[config.mk]
export PLATFORM = sky130hd
export DESIGN_NAME = blnk_gen
export DESIGN_NICKNAME = d
export VERILOG_FILES = /design/src/rtl/blnk_pkg.sv /design/src/rtl/blnk_lfsr.sv /design/src/rtl/blnk_gen.sv
export SDC_FILE = /design/constraint.sdc
export NUM_CORES = 1
export LEC_CHECK = 0
export CORE_MARGIN = 2
export CORE_UTILIZATION = 58
export CTS_CLUSTER_SIZE = 30
export DETAILED_ROUTE_END_ITERATION = 12
export PLACE_DENSITY = 0.79
export SLEW_MARGIN = 0
export SYNTH_ARGS = -nofsm -noshare
export SYNTH_HDL_FRONTEND = slang
export SYNTH_SLANG_ARGS = --single-unit
export TNS_END_PERCENT = 100
[constraint.sdc]
create_clock -name pixclk -period 3.72 [get_ports pixclk]
set_input_delay 0.558 -clock pixclk [delete_from_list [all_inputs] [get_ports pixclk]]
set_output_delay 0.558 -clock pixclk [all_outputs]
set_load 0.005 [all_outputs]
[src/rtl/blnk_pkg.sv]
// Shared types and constants for the blank-encoded display timing source.
package blnk_pkg;

    typedef enum logic [1:0] {
        ST_IDLE   = 2'd0,
        ST_VBLANK = 2'd1,
        ST_ACTIVE = 2'd2,
        ST_HBLANK = 2'd3
    } blnk_state_t;

    // Receiver decodes any low interval of at least VSYNC_MIN_BLANK cycles as vsync
    localparam int unsigned VSYNC_MIN_BLANK = 2052;
    localparam int unsigned HSYNC_MAX_BLANK = 2048;

    localparam int unsigned LFSR_W = 16;
    localparam int unsigned PIX_W  = 12;
    localparam int unsigned LINE_W = 12;
    localparam int unsigned VB_W   = 16;
    localparam int unsigned FCNT_W = 16;

    localparam logic [LFSR_W-1:0] LFSR_SEED = 16'hACE1;
    // Right-shifting Fibonacci form of x^16+x^14+x^13+x^11+1: feedback from bits 0,2,3,5
    localparam logic [LFSR_W-1:0] LFSR_TAPS = 16'h002D;

    function automatic logic [LFSR_W-1:0] lfsr_step(input logic [LFSR_W-1:0] s);
        return {^(s & LFSR_TAPS), s[LFSR_W-1:1]};
    endfunction

endpackage

[src/rtl/blnk_lfsr.sv]
// Compare-stream LFSR: seed load has priority over advance.
module blnk_lfsr
    import blnk_pkg::*;
(
    input  logic              pixclk,
    input  logic              reset,
    input  logic              load,
    input  logic              adv,
    output logic [LFSR_W-1:0] state,
    output logic [LFSR_W-1:0] state_nxt_c
);

    always_comb begin
        state_nxt_c = state;
        if (load) begin
            state_nxt_c = LFSR_SEED;
        end else if (adv) begin
            state_nxt_c = lfsr_step(state);
        end
    end

    always_ff @(posedge pixclk) begin
        if (reset) begin
            state <= '0;
        end else begin
            state <= state_nxt_c;
        end
    end

endmodule

[src/rtl/blnk_gen.sv]
// Blank-encoded sync source: blankx timing, LFSR compare stream and MISR capture request.
module blnk_gen
    import blnk_pkg::*;
#(
    parameter int H_ACTIVE = 640,
    parameter int H_BLANK  = 160,
    parameter int V_ACTIVE = 480,
    parameter int V_BLANK  = 4096
) (
    input  logic              pixclk,
    input  logic              reset,
    input  logic              enable,
    input  logic              misr_req,
    output logic              blankx,
    output logic              red_comp,
    output logic              grn_comp,
    output logic              blu_comp,
    output logic              misr_cntl,
    output logic              misr_pend,
    output logic              frame_done,
    output logic [FCNT_W-1:0] frame_cnt
);

    localparam int unsigned HA_BITS = $clog2(H_ACTIVE + 1);
    localparam int unsigned HB_BITS = $clog2(H_BLANK + 1);
    localparam int unsigned VA_BITS = $clog2(V_ACTIVE + 1);
    localparam int unsigned VB_BITS = $clog2(V_BLANK + 1);

    if (H_ACTIVE < 1 || H_ACTIVE > 4095 || HA_BITS > PIX_W) begin : g_bad_h_active
        $error("blnk_gen: H_ACTIVE out of range 1..4095");
    end
    if (H_BLANK < 1 || H_BLANK > int'(HSYNC_MAX_BLANK) || HB_BITS > PIX_W) begin : g_bad_h_blank
        $error("blnk_gen: H_BLANK out of range 1..2048");
    end
    if (V_ACTIVE < 1 || V_ACTIVE > 4095 || VA_BITS > LINE_W) begin : g_bad_v_active
        $error("blnk_gen: V_ACTIVE out of range 1..4095");
    end
    if (V_BLANK < int'(VSYNC_MIN_BLANK) || V_BLANK > 65535 || VB_BITS > VB_W) begin : g_bad_v_blank
        $error("blnk_gen: V_BLANK out of range 2052..65535");
    end

    localparam logic [PIX_W-1:0]  HA_LAST = PIX_W'(H_ACTIVE - 1);
    localparam logic [PIX_W-1:0]  HB_LAST = PIX_W'(H_BLANK - 1);
    localparam logic [LINE_W-1:0] VA_LAST = LINE_W'(V_ACTIVE - 1);
    localparam logic [VB_W-1:0]   VB_LAST = VB_W'(V_BLANK - 1);

    blnk_state_t       state_q, state_d;
    logic [PIX_W-1:0]  pix_q, pix_d;
    logic [LINE_W-1:0] line_q, line_d;
    logic [VB_W-1:0]   vb_q, vb_d;

    logic              vb_entry;
    logic              last_px;
    logic              lfsr_adv;
    logic [LFSR_W-1:0] lfsr_q;
    logic [LFSR_W-1:0] lfsr_nxt;

    logic              blankx_d;
    logic [2:0]        comp_d;
    logic              misr_cntl_d;
    logic              misr_pend_d;
    logic [FCNT_W-1:0] frame_cnt_d;

    logic unused_lfsr;
    assign unused_lfsr = ^{lfsr_q, lfsr_nxt[LFSR_W-1:3]};

    blnk_lfsr u_lfsr (
        .pixclk      (pixclk),
        .reset       (reset),
        .load        (vb_entry),
        .adv         (lfsr_adv),
        .state       (lfsr_q),
        .state_nxt_c (lfsr_nxt)
    );

    // Next-state, counters and next registered outputs
    always_comb begin
        state_d     = state_q;
        pix_d       = pix_q;
        line_d      = line_q;
        vb_d        = vb_q;
        vb_entry    = 1'b0;
        last_px     = 1'b0;
        lfsr_adv    = 1'b0;

        case (state_q)
            ST_IDLE: begin
                if (enable) begin
                    state_d  = ST_VBLANK;
                    vb_d     = '0;
                    vb_entry = 1'b1;
                end
            end
            ST_VBLANK: begin
                if (vb_q == VB_LAST) begin
                    state_d = ST_ACTIVE;
                    pix_d   = '0;
                    line_d  = '0;
                end else begin
                    vb_d = vb_q + VB_W'(1);
                end
            end
            ST_ACTIVE: begin
                lfsr_adv = 1'b1;
                if (pix_q == HA_LAST) begin
                    pix_d = '0;
                    if (line_q == VA_LAST) begin
                        // Frame boundary: the last line carries no HBLANK
                        last_px = 1'b1;
                        if (enable) begin
                            state_d  = ST_VBLANK;
                            vb_d     = '0;
                            vb_entry = 1'b1;
                        end else begin
                            state_d = ST_IDLE;
                        end
                    end else begin
                        state_d = ST_HBLANK;
                    end
                end else begin
                    pix_d = pix_q + PIX_W'(1);
                end
            end
            ST_HBLANK: begin
                if (pix_q == HB_LAST) begin
                    pix_d   = '0;
                    line_d  = line_q + LINE_W'(1);
                    state_d = ST_ACTIVE;
                end else begin
                    pix_d = pix_q + PIX_W'(1);
                end
            end
            default: begin
                state_d = ST_IDLE;
            end
        endcase

        blankx_d = (state_d == ST_ACTIVE);
        comp_d   = blankx_d ? {lfsr_nxt[0], lfsr_nxt[1], lfsr_nxt[2]} : 3'b000;

        // A request coinciding with VBLANK entry is held for the following frame
        misr_cntl_d = misr_cntl;
        misr_pend_d = misr_pend;
        if (vb_entry) begin
            misr_cntl_d = misr_pend;
            misr_pend_d = misr_req && !misr_pend;
        end else if (misr_req && !misr_cntl) begin
            misr_pend_d = 1'b1;
        end

        frame_cnt_d = frame_cnt + FCNT_W'(last_px);
    end

    always_ff @(posedge pixclk) begin
        if (reset) begin
            state_q    <= ST_IDLE;
            pix_q      <= '0;
            line_q     <= '0;
            vb_q       <= '0;
            blankx     <= 1'b0;
            red_comp   <= 1'b0;
            grn_comp   <= 1'b0;
            blu_comp   <= 1'b0;
            misr_cntl  <= 1'b0;
            misr_pend  <= 1'b0;
            frame_done <= 1'b0;
            frame_cnt  <= '0;
        end else begin
            state_q    <= state_d;
            pix_q      <= pix_d;
            line_q     <= line_d;
            vb_q       <= vb_d;
            blankx     <= blankx_d;
            red_comp   <= comp_d[2];
            grn_comp   <= comp_d[1];
            blu_comp   <= comp_d[0];
            misr_cntl  <= misr_cntl_d;
            misr_pend  <= misr_pend_d;
            frame_done <= last_px;
            frame_cnt  <= frame_cnt_d;
        end
    end

endmodule
Word-level counts from Yosys, hierarchy flattened

Index checks and enable logic that the tools add are counted.

Bits in registers: 81
Word-level logic and storage cells: 79
Input bits: 4
Output and inout port bits: 23

$add $sub $neg: 4
Eq/ne operators: 13
Multiplexer cells: 30
Bitwise operators: 1
Reduce and logical (&&, ||, !) cells: 16

Operators with widths:

| operator                                              | count |
|---|---|
| two-way mux 16 bit                                    | 6 |
| two-way mux 12 bit                                    | 4 |
| case mux 16 bit (3 select lines)                      | 1 |
| case mux 12 bit (3 select lines)                      | 1 |
| adder 12 x 1 -> 12 bit, second input constant         | 2 |
| case mux 12 bit (2 select lines)                      | 1 |
| adder 16 x 1 -> 16 bit                                | 1 |
| adder 16 x 1 -> 16 bit, second input constant         | 1 |
| equality test 16 x 12 -> 1 bit, second input constant | 1 |
| parity 16 bit                                         | 1 |
| equality test 12 x 10 -> 1 bit, second input constant | 1 |
| equality test 12 x 8 -> 1 bit, second input constant  | 1 |
| equality test 12 x 9 -> 1 bit, second input constant  | 1 |
| two-way mux 1 bit                                     | 10 |
| two-way mux 2 bit                                     | 5 |
| inequality test 2 bit, second input constant          | 5 |
| case mux 2 bit (4 select lines)                       | 1 |
| equality test 2 bit, second input constant            | 3 |
| nonzero test 2 bit                                    | 3 |
| nonzero test 3 bit                                    | 2 |
| AND reduction 4 bit                                   | 1 |
| OR reduction 2 bit                                    | 2 |
| AND reduction 3 bit                                   | 1 |
| equality test 2 x 1 -> 1 bit, second input constant   | 1 |
| 6 further kinds                                       | 8 |

Depth between registers and ports, before layout

Gate-level depths: netlist (run 1).

Depth after elaboration: 7
Gate-level depth with buffers: 12
Gate-level depth less buffers: 12

By module

A second synthesis (run 1) with hierarchy kept.

Cell total of the unflattened synthesis: 460
Area total of the unflattened synthesis: 3961.3 um^2

By module, submodules not included:

| module    | instances | area an instance (um^2) | seq. area each (um^2) | cells an instance |
|---|---|---|---|---|
| blnk_gen  | 1         | 3189.3                  | 1301.2                | 387 |
| blnk_lfsr | 1         | 772.0                   | 320.3                 | 73 |

Worst setup path after synthesis (run 1)

Ideal clock, no wire load.

Path type: reg2reg
Start point: reg line_q[0]
End point: reg frame_cnt[11]
Buffers on the path: 0
Arrival: 2.546 ns
Clock period less this slack: 2.673 ns
Setup slack: 1.047 ns
Cell stages (with the launch flop): 12
Library setup time: 0.128 ns
Required time: 3.592 ns
Path through: dfxtp_1 > ha_1 > or4b_4 > nor3_4 > nand4_1 > nor2_1 > ha_1 > nand3_1 > nor3_1 > and3_1 > xnor2_1 > nor2_1

Word-level cells in the longest chain between the ends: 5

RTL lines:

| what                          | line            | source |
|---|---|---|
| start, declared               | blnk_gen.sv:49  | `logic [LINE_W-1:0] line_q, line_d;` |
| start signal, assigned        | blnk_gen.sv:171 | `line_q <= line_d;` |
| equality test 12 x 9 -> 1 bit | blnk_gen.sv:107 | `if (line_q == VA_LAST) begin` |
| two-way mux 1 bit             | blnk_gen.sv:107 |  |
| two-way mux 1 bit             | blnk_gen.sv:105 | `if (pix_q == HA_LAST) begin` |
| two-way mux 1 bit             | blnk_gen.sv:86  | `case (state_q)` |
| via last_px                   | blnk_gen.sv:53  | `logic last_px;` |
| adder 16 x 1 -> 16 bit        | blnk_gen.sv:151 | `frame_cnt_d = frame_cnt + FCNT_W'(last_px);` |
| end signal, assigned          | blnk_gen.sv:180 | `frame_cnt <= frame_cnt_d;` |
| end, declared                 | blnk_gen.sv:21  | `output logic [FCNT_W-1:0] frame_cnt` |

The timed path passes the listed nets, and every way through them passes these cells.
A chain may end at the register's enable or synchronous reset.

Final worst setup path (run 1)

Ends and elaborated chain as after synthesis.

==> results of run 1 <==
## synth_stat cells, types with 3 or more instances
| cell | number | area (µm²) |
|---|---|---|
| a2111o_1 | 6 | 67.56 |
| a21oi_1 | 38 | 190.2 |
| a22o_1 | 3 | 26.28 |
| and2_1 | 4 | 25.02 |
| and3_1 | 9 | 56.30 |
| and4_1 | 3 | 26.28 |
| buf_2 | 9 | 45.04 |
| clkbuf_1 | 10 | 37.54 |
| dfxtp_1 | 81 | 1622 |
| ha_1 | 5 | 62.56 |
| inv_1 | 9 | 33.78 |
| mux2i_1 | 6 | 60.06 |
| nand2_1 | 54 | 202.7 |
| nand2b_1 | 4 | 25.02 |
| nand3_1 | 23 | 115.1 |
| nand4_1 | 12 | 75.07 |
| nor2_1 | 31 | 116.4 |
| nor2b_1 | 4 | 25.02 |
| nor3_1 | 10 | 50.05 |
| nor3_2 | 3 | 30.03 |
| nor4_1 | 3 | 18.77 |
| o2111ai_1 | 4 | 35.03 |
| o21ai_0 | 5 | 25.02 |
| o21ai_1 | 5 | 25.02 |
| o221a_1 | 7 | 78.83 |
| o31ai_1 | 13 | 97.59 |
| or3_1 | 3 | 18.77 |
| or4_1 | 14 | 105.1 |
| xnor2_1 | 9 | 78.83 |
| xor2_1 | 10 | 87.58 |
## through the flow
stage                     power [µW]  instance area [µm²]  setup WS [ns]
after floorplan                968.1                 3837          1.047
after global placement         987.5                 4123         0.8550
after detailed placement       989.7                 4123         0.7204
after CTS                       1577                 4305         0.6744
after global routing            1624                 4305         0.3487
final                           1568                 4305         0.6649
## routing by layer
layer  GRT usage (%)  vias to the layer above
met5               0                        -
met4           6.926                        0
met3           5.156                        8
met2           40.27                       60
met1           29.50                     1564
li1                -                     1658
## how the worst max path moves through the flow
| stage | start | slack [ns] | endpoint |
|---|---|---|---|
| 2_1_floorplan | line_q[0]$_SDFFE_PP0P_ | 1.05 | frame_cnt[11]$_SDFF_PP0_ |
| 3_3_place_gp | line_q[0]$_SDFFE_PP0P_ | 0.86 | frame_cnt[11]$_SDFF_PP0_ |
| 3_5_place_dp | line_q[0]$_SDFFE_PP0P_ | 0.72 | frame_cnt[13]$_SDFF_PP0_ |
| 4_1_cts | line_q[0]$_SDFFE_PP0P_ | 0.67 | frame_cnt[11]$_SDFF_PP0_ |
| 5_1_grt | line_q[0]$_SDFFE_PP0P_ | 0.35 | frame_cnt[13]$_SDFF_PP0_ |
| 6_report | line_q[0]$_SDFFE_PP0P_ | 0.66 | frame_cnt[11]$_SDFF_PP0_ |
## cells by family (layout without fill, tap and decap cells)
family / after synthesis / in the layout
AOI/OAI and AO/OA: 106 / 106
adders and majority gates: 5 / 5
DFF: 81 / 81
xor gates and xnor gates: 19 / 19
and+or+nand+nor: 189 / 189
muxes: 6 / 6
buffers and inverters: 31 / 56
## power by group through the flow
stage / Clock (µW) / Combinational [µW] / Sequential (µW)
2_1_floorplan: 0 / 63.4 / 905
3_3_place_gp: 0 / 79.6 / 908
3_5_place_dp: 0 / 81.3 / 908
4_1_cts: 607 / 82.2 / 888
5_1_grt: 643 / 90.4 / 890
6_report: 598 / 81.7 / 888
## area by class of cell
| class | count | share of cell area, % |
|---|---|---|
| clock buffer | 9 | 2.877 |
| multi-input combinational | 325 | 48.24 |
| tap | 77 | 2.238 |
| inverter | 10 | 0.8718 |
| clock inverter | 7 | 1.366 |
| sequential | 81 | 37.66 |
| timing repair buffer | 30 | 6.742 |
## worst max-delay path, stage by stage, from the launching register on
cell     delay (ns)
dfxtp_1        0.38
ha_1           0.18
or4b_4         0.51
nor3_4         0.28
nand4_1        0.15
nor2_1         0.14
ha_1           0.19
nand3_1        0.17
nor3_1         0.53
and3_1         0.25
xnor2_1        0.11
nor2_1         0.06
## flip-flops by register name, summed over array words and instances (netlist names)
name,cells
pix_q,12
state_q,2
misr_pend,1
frame_cnt,16
frame_done,1
blu_comp,1
misr_cntl,1
line_q,12
red_comp,1
grn_comp,1
u_lfsr.state,16
vb_q,16
blankx,1
==> out/metrics.csv, run 1 <==
stage,metric,value,unit
synthesis,yosysSeqAreaShare,42.26,%
power,switchingPower,408.2,µW
detailed_routing,drt_iter0_drc,189,
power,power_leakage,0.001451,µW
clocking,cts_tree,built,
timing,setup_violations,0,
setup_path,cp_max_fo,5,
global_routing,grt_antenna_before_repair,0,
detailed_routing,wl_met3,269,µm
die,die_w,85.34,µm
detailed_routing,dr_wl_met2,3987,µm
clocking,post_cts_buffers,0,
detailed_routing,drt-met1-wl,3825,µm
timing,final.period_utilization,82.13,%
synthesis,ys_async_sr_fraction,0,%
timing,slew_headroom,37.28,%
power,comb_power_share,5.2,%
synthesis,synthCells,437,
synthesis,synth-edff-count,0,
die,rows,29,
clocking,cts_buffer_depth,2,
die,pin_count,27,
detailed_routing,postRouteAntennaNets,0,
power,internal_power,1160,µW
clocking,htreeDepth,3,
synthesis,synth-seq-cells,81,
power,seqPwrFrac,56.7,%
placement,numPortBuffers,26,
layout,seq_area,1622,µm²
layout,syn_to_final_growth,12.19,%
detailed_routing,dr_total_vias,3290,
synthesis,synthAdderAreaFrac,1.630,%
power,switching_share,26.03,%
run,drv_cap,0,
power,vdd_drop_max,0.4446,mV
setup_path,critPathArrivalTime,3.29,ns
layout,final_common_cell,dfxtp_1,
global_routing,grt_overflow,0,
synthesis,synth_area,3837,µm²
clocking,cts_resized,0,
setup_path,worstSetupPathType,register to register,
power,p_per_area,364.2,nW/µm²
setup_path,worst_r2r_path_depth,11,
timing,rsz0062_at_grt,no,
layout,n_fill_cell,499,
worst_hold_path,hold_path_startpoint,u_lfsr.state[4]$_SDFFE_PP0P_,
detailed_routing,wl_per_cell,15.18,µm
die,core,6386,µm²
worst_hold_path,worstHoldPathType,register to register,
placement,dp_hpwl,5721,µm
detailed_routing,drcViolationCount,0,
detailed_routing,top_layer_used,met4,
layout,diodes,0,
global_routing,grtUsageTotal,23.44,%
timing,final.min_clock_period,3.055,ns
clocking,ctsHoldBuffers,0,
setup_path,cp-start-kind,register,
global_routing,first_global_vias,3113,
timing,finalMaxSlewViolations,0,
detailed_routing,wirelength,8181,µm
detailed_routing,viasPerCell,6.104,
clocking,cts_inserted_buffers,9,
layout,layout_common_cells,"dfxtp_1, nand2_1, a21oi_1, nor2_1, clkdlybuf4s50_1",
layout,instances_no_fill,539,
synthesis,synthesis.nets,446,
layout,multi_input_area,2077,µm²
die,dieArea,7283,µm²
synthesis,synthSimpleGateAreaFrac,26.48,%
synthesis,postSynthAreaPerCell,8.781,µm²
timing,hold_violations,0,
global_routing,grt_max_degree,27,
synthesis,synth_top_flop_cell,dfxtp_1,
layout,fin_nets,466,
worst_hold_path,holdPathEnd,u_lfsr.state[3]$_SDFFE_PP0P_,
synthesis,synthXorXnorAreaFrac,4.336,%
synthesis,muxShareOfSynthArea,1.565,%
synthesis,ys_warn_count,0,
setup_path,critical_path_required,3.96,ns
synthesis,synth_top_family_by_area,simple AND/OR/NAND/NOR gates,
timing,tightest_slew,0.9352,ns
power,clockPowerShare,38.1,%
timing,tns,0,ns
timing,max_freq,327.3,MHz
synthesis,synth_compound_area_share,20.12,%
die,dieHeight,85.34,µm
global_routing,grt_pass1_wl,13880,µm
clocking,cts.clk_slew.worst_paths,0.09,ns
setup_path,reg2reg_from,line_q[0]$_SDFFE_PP0P_,
clocking,cts_root_buf,clkbuf_8,
status,status,"finished, final reports clean",
placement,dp_cells,523,
timing,hold_slack,0.4599,ns
setup_path,r2r_slack,0.66,ns
placement,gp_congestion,0.8344,
clocking,clock_latency,0.36,ns
synthesis,yosys.cell_types.count,60,
timing,clock_skew,0.009381,ns
setup_path,worstReg2RegEnd,frame_cnt[11]$_SDFF_PP0_,
clocking,cts.sinks,81,
detailed_routing,drtPass1Iterations,5,
die,start_util,60.09,%
layout,layout-drive-gt1-share,7.576,%
layout,post-route-util,67.42,%
worst_hold_path,whs_path_depth,2,
setup_path,critPathCaptureType,register,
(Power assumes the default switching activity.)
==> run 2, diff against run 1 <==
- clock period: 3.72 -> 3.15 ns (I/O delays scaled with it)
==> run 2 against run 1 <==
Compared with the run above: global-route usage about the same; non-clock buffer count up 2; count of clock-buffer cells in the layout unchanged; sequential share of layout area down 0.31 points; total power up 22%; via count up 0.46%; combinational power up 18%; setup slack worse by 0.40 ns; largest cell class unchanged.
==> out/metrics.csv, run 2 (synthesis results as in run 1) <==
stage,metric,value,unit
status,status,"finished, final reports clean",
setup_path,crit_end,frame_cnt[11]$_SDFF_PP0_,
detailed_routing,postRouteAntennaNets,0,
placement,dp_hpwl,5710,µm
setup_path,critPathCaptureType,register,
detailed_routing,drtPass1Iterations,4,
global_routing,grt_max_degree,22,
layout,top_regs,"frame_cnt: 16 flops, u_lfsr.state: 16 flops, vb_q: 16 flops",
detailed_routing,drt_iter0_drc,235,
die,pin_count,27,
setup_path,cp_max_fo,5,
detailed_routing,wirelength,8107,µm
global_routing,grtUsageTotal,23.47,%
detailed_routing,dr_total_vias,3305,
setup_path,slowest_delay,0.51,ns
clocking,clock_latency,0.36,ns
setup_path,worst_r2r_path_depth,11,
timing,tightest_slew,0.9340,ns
power,power_leakage,0.001477,µW
clocking,cts.sinks,81,
setup_path,path_cells,"ha_1, or4b_4, nor3_4, nand4_1, nor2_1, ha_1, nand3_1, nor3_2, and3_1, xnor2_1, nor2_1",
clocking,cts_root_buf,clkbuf_8,
global_routing,grt_antenna_before_repair,0,
power,vdd_drop_max,0.3552,mV
setup_path,reg2reg_from,line_q[0]$_SDFFE_PP0P_,
die,die_w,85.34,µm
setup_path,critical_path_required,3.41,ns
die,rows,29,
layout,diodes,0,
global_routing,first_global_vias,3062,
detailed_routing,drcViolationCount,0,
setup_path,cp.buffers_inverters,0,
timing,tns,0,ns
detailed_routing,wl_per_cell,14.99,µm
timing,slew_headroom,37.35,%
setup_path,cp-start-kind,register,
timing,hold_violations,0,
placement,numPortBuffers,26,
setup_path,r2r_slack,0.26,ns
timing,layout_setup_ws,0.2640,ns
clocking,post_cts_buffers,0,
die,dieArea,7283,µm²
run,drv_cap,0,
die,dieHeight,85.34,µm
worst_hold_path,worstHoldPathType,register to register,
layout,fin_nets,468,
clocking,htreeDepth,3,
setup_path,crit_slowest_cell,or4b_4,
setup_path,setup.worst_path.start,line_q[0]$_SDFFE_PP0P_,
layout,layout_common_cells,"dfxtp_1, nand2_1, a21oi_1, nor2_1, clkdlybuf4s50_1",
layout,multi_input_area,2082,µm²
clocking,cts_resized,0,
clocking,cts_inserted_buffers,9,
layout,n_fill_cell,513,
layout,seq_area,1622,µm²
placement,gp_congestion,0.7888,
setup_path,crit_family,simple AND/OR/NAND/NOR gates,
layout,final_common_cell,dfxtp_1,
setup_path,worstSetupPathType,register to register,
clocking,ctsHoldBuffers,0,
layout,layout-drive-gt1-share,8.190,%
global_routing,grt_overflow,0,
timing,clock_skew,0.009049,ns
clocking,cts_buffer_depth,2,
timing,setup_violations,0,
setup_path,cp.depth,11,
power,p_per_area,441.6,nW/µm²
timing,finalMaxSlewViolations,0,
detailed_routing,viasPerCell,6.109,
die,core,6386,µm²
setup_path,critPathArrivalTime,3.15,ns
clocking,cts.clk_slew.worst_paths,0.09,ns
placement,pre_cts_ws,0.1273,ns
global_routing,grt_pass1_wl,13850,µm
layout,syn_to_final_growth,13.14,%
timing,max_freq,346.5,MHz
worst_hold_path,whs_path_depth,2,
timing,rsz0062_at_grt,no,
clocking,cts_tree,built,
setup_path,worstReg2RegEnd,frame_cnt[11]$_SDFF_PP0_,
timing,final.min_clock_period,2.886,ns
die,start_util,60.09,%
timing,final.period_utilization,91.62,%
## run 2: worst min-delay path by stage
| stage | endpoint | slack (ns) | startpoint |
|---|---|---|---|
| floorplan | u_lfsr.state[8]$_SDFFE_PP0P_ | 0.43 | u_lfsr.state[9]$_SDFFE_PP0P_ |
| global placement | u_lfsr.state[8]$_SDFFE_PP0P_ | 0.44 | u_lfsr.state[9]$_SDFFE_PP0P_ |
| detailed placement | u_lfsr.state[8]$_SDFFE_PP0P_ | 0.45 | u_lfsr.state[9]$_SDFFE_PP0P_ |
| CTS | u_lfsr.state[14]$_SDFFE_PP0P_ | 0.46 | u_lfsr.state[15]$_SDFFE_PP0P_ |
| global route | u_lfsr.state[9]$_SDFFE_PP0P_ | 0.48 | u_lfsr.state[9]$_SDFFE_PP0P_ |
| finish | u_lfsr.state[3]$_SDFFE_PP0P_ | 0.46 | u_lfsr.state[4]$_SDFFE_PP0P_ |
## run 2: power by group
| group | internal [µW] | leakage, µW | total, µW | switching, µW |
|---|---|---|---|---|
| Sequential | 1040 | 0.000655 | 1050 | 12.3 |
| Combinational | 35.3 | 0.000717 | 96.7 | 61.5 |
| Clock | 373 | 0.000104 | 771 | 398 |
| Total | 1450 | 0.00148 | 1920 | 472 |
## run 2: tightest hold or removal path, stage by stage, from the launching register on
cell,delay (ns)
dfxtp_1,0.32
nand2_1,0.05
a21oi_1,0.05
## run 2: final cells by class
| type | instances | area share, % |
|---|---|---|
| multi-input cells | 325 | 47.95 |
| flip-flops and latches | 81 | 37.35 |
| repair buffers | 32 | 7.032 |
| clock buffers | 9 | 2.853 |
| well taps | 77 | 2.219 |
| clock inverters | 7 | 1.729 |
| inverters | 10 | 0.8646 |
## run 2: metrics by stage
step           power, µW  std cells  instance area (µm²)  hold slack, ns  utilization [%]
2_1_floorplan       1143        437                 3837          0.4321                -
3_3_place_gp        1167        525                 4138          0.4375            64.79
3_5_place_dp        1169        525                 4138          0.4501            64.79
4_1_cts             1931        541                 4337          0.4639            67.91
5_1_grt             1991        541                 4342          0.4763            67.99
6_report            1917        541                 4342          0.4587            67.99
## run 2: routing by layer
layer	vias up	global-route usage [%]	wire (µm)
met1	1554	29.43	3699
met3	9	4.669	323
met5	-	0	0
li1	1667	-	-
met2	75	39.35	3974
met4	0	9.812	110
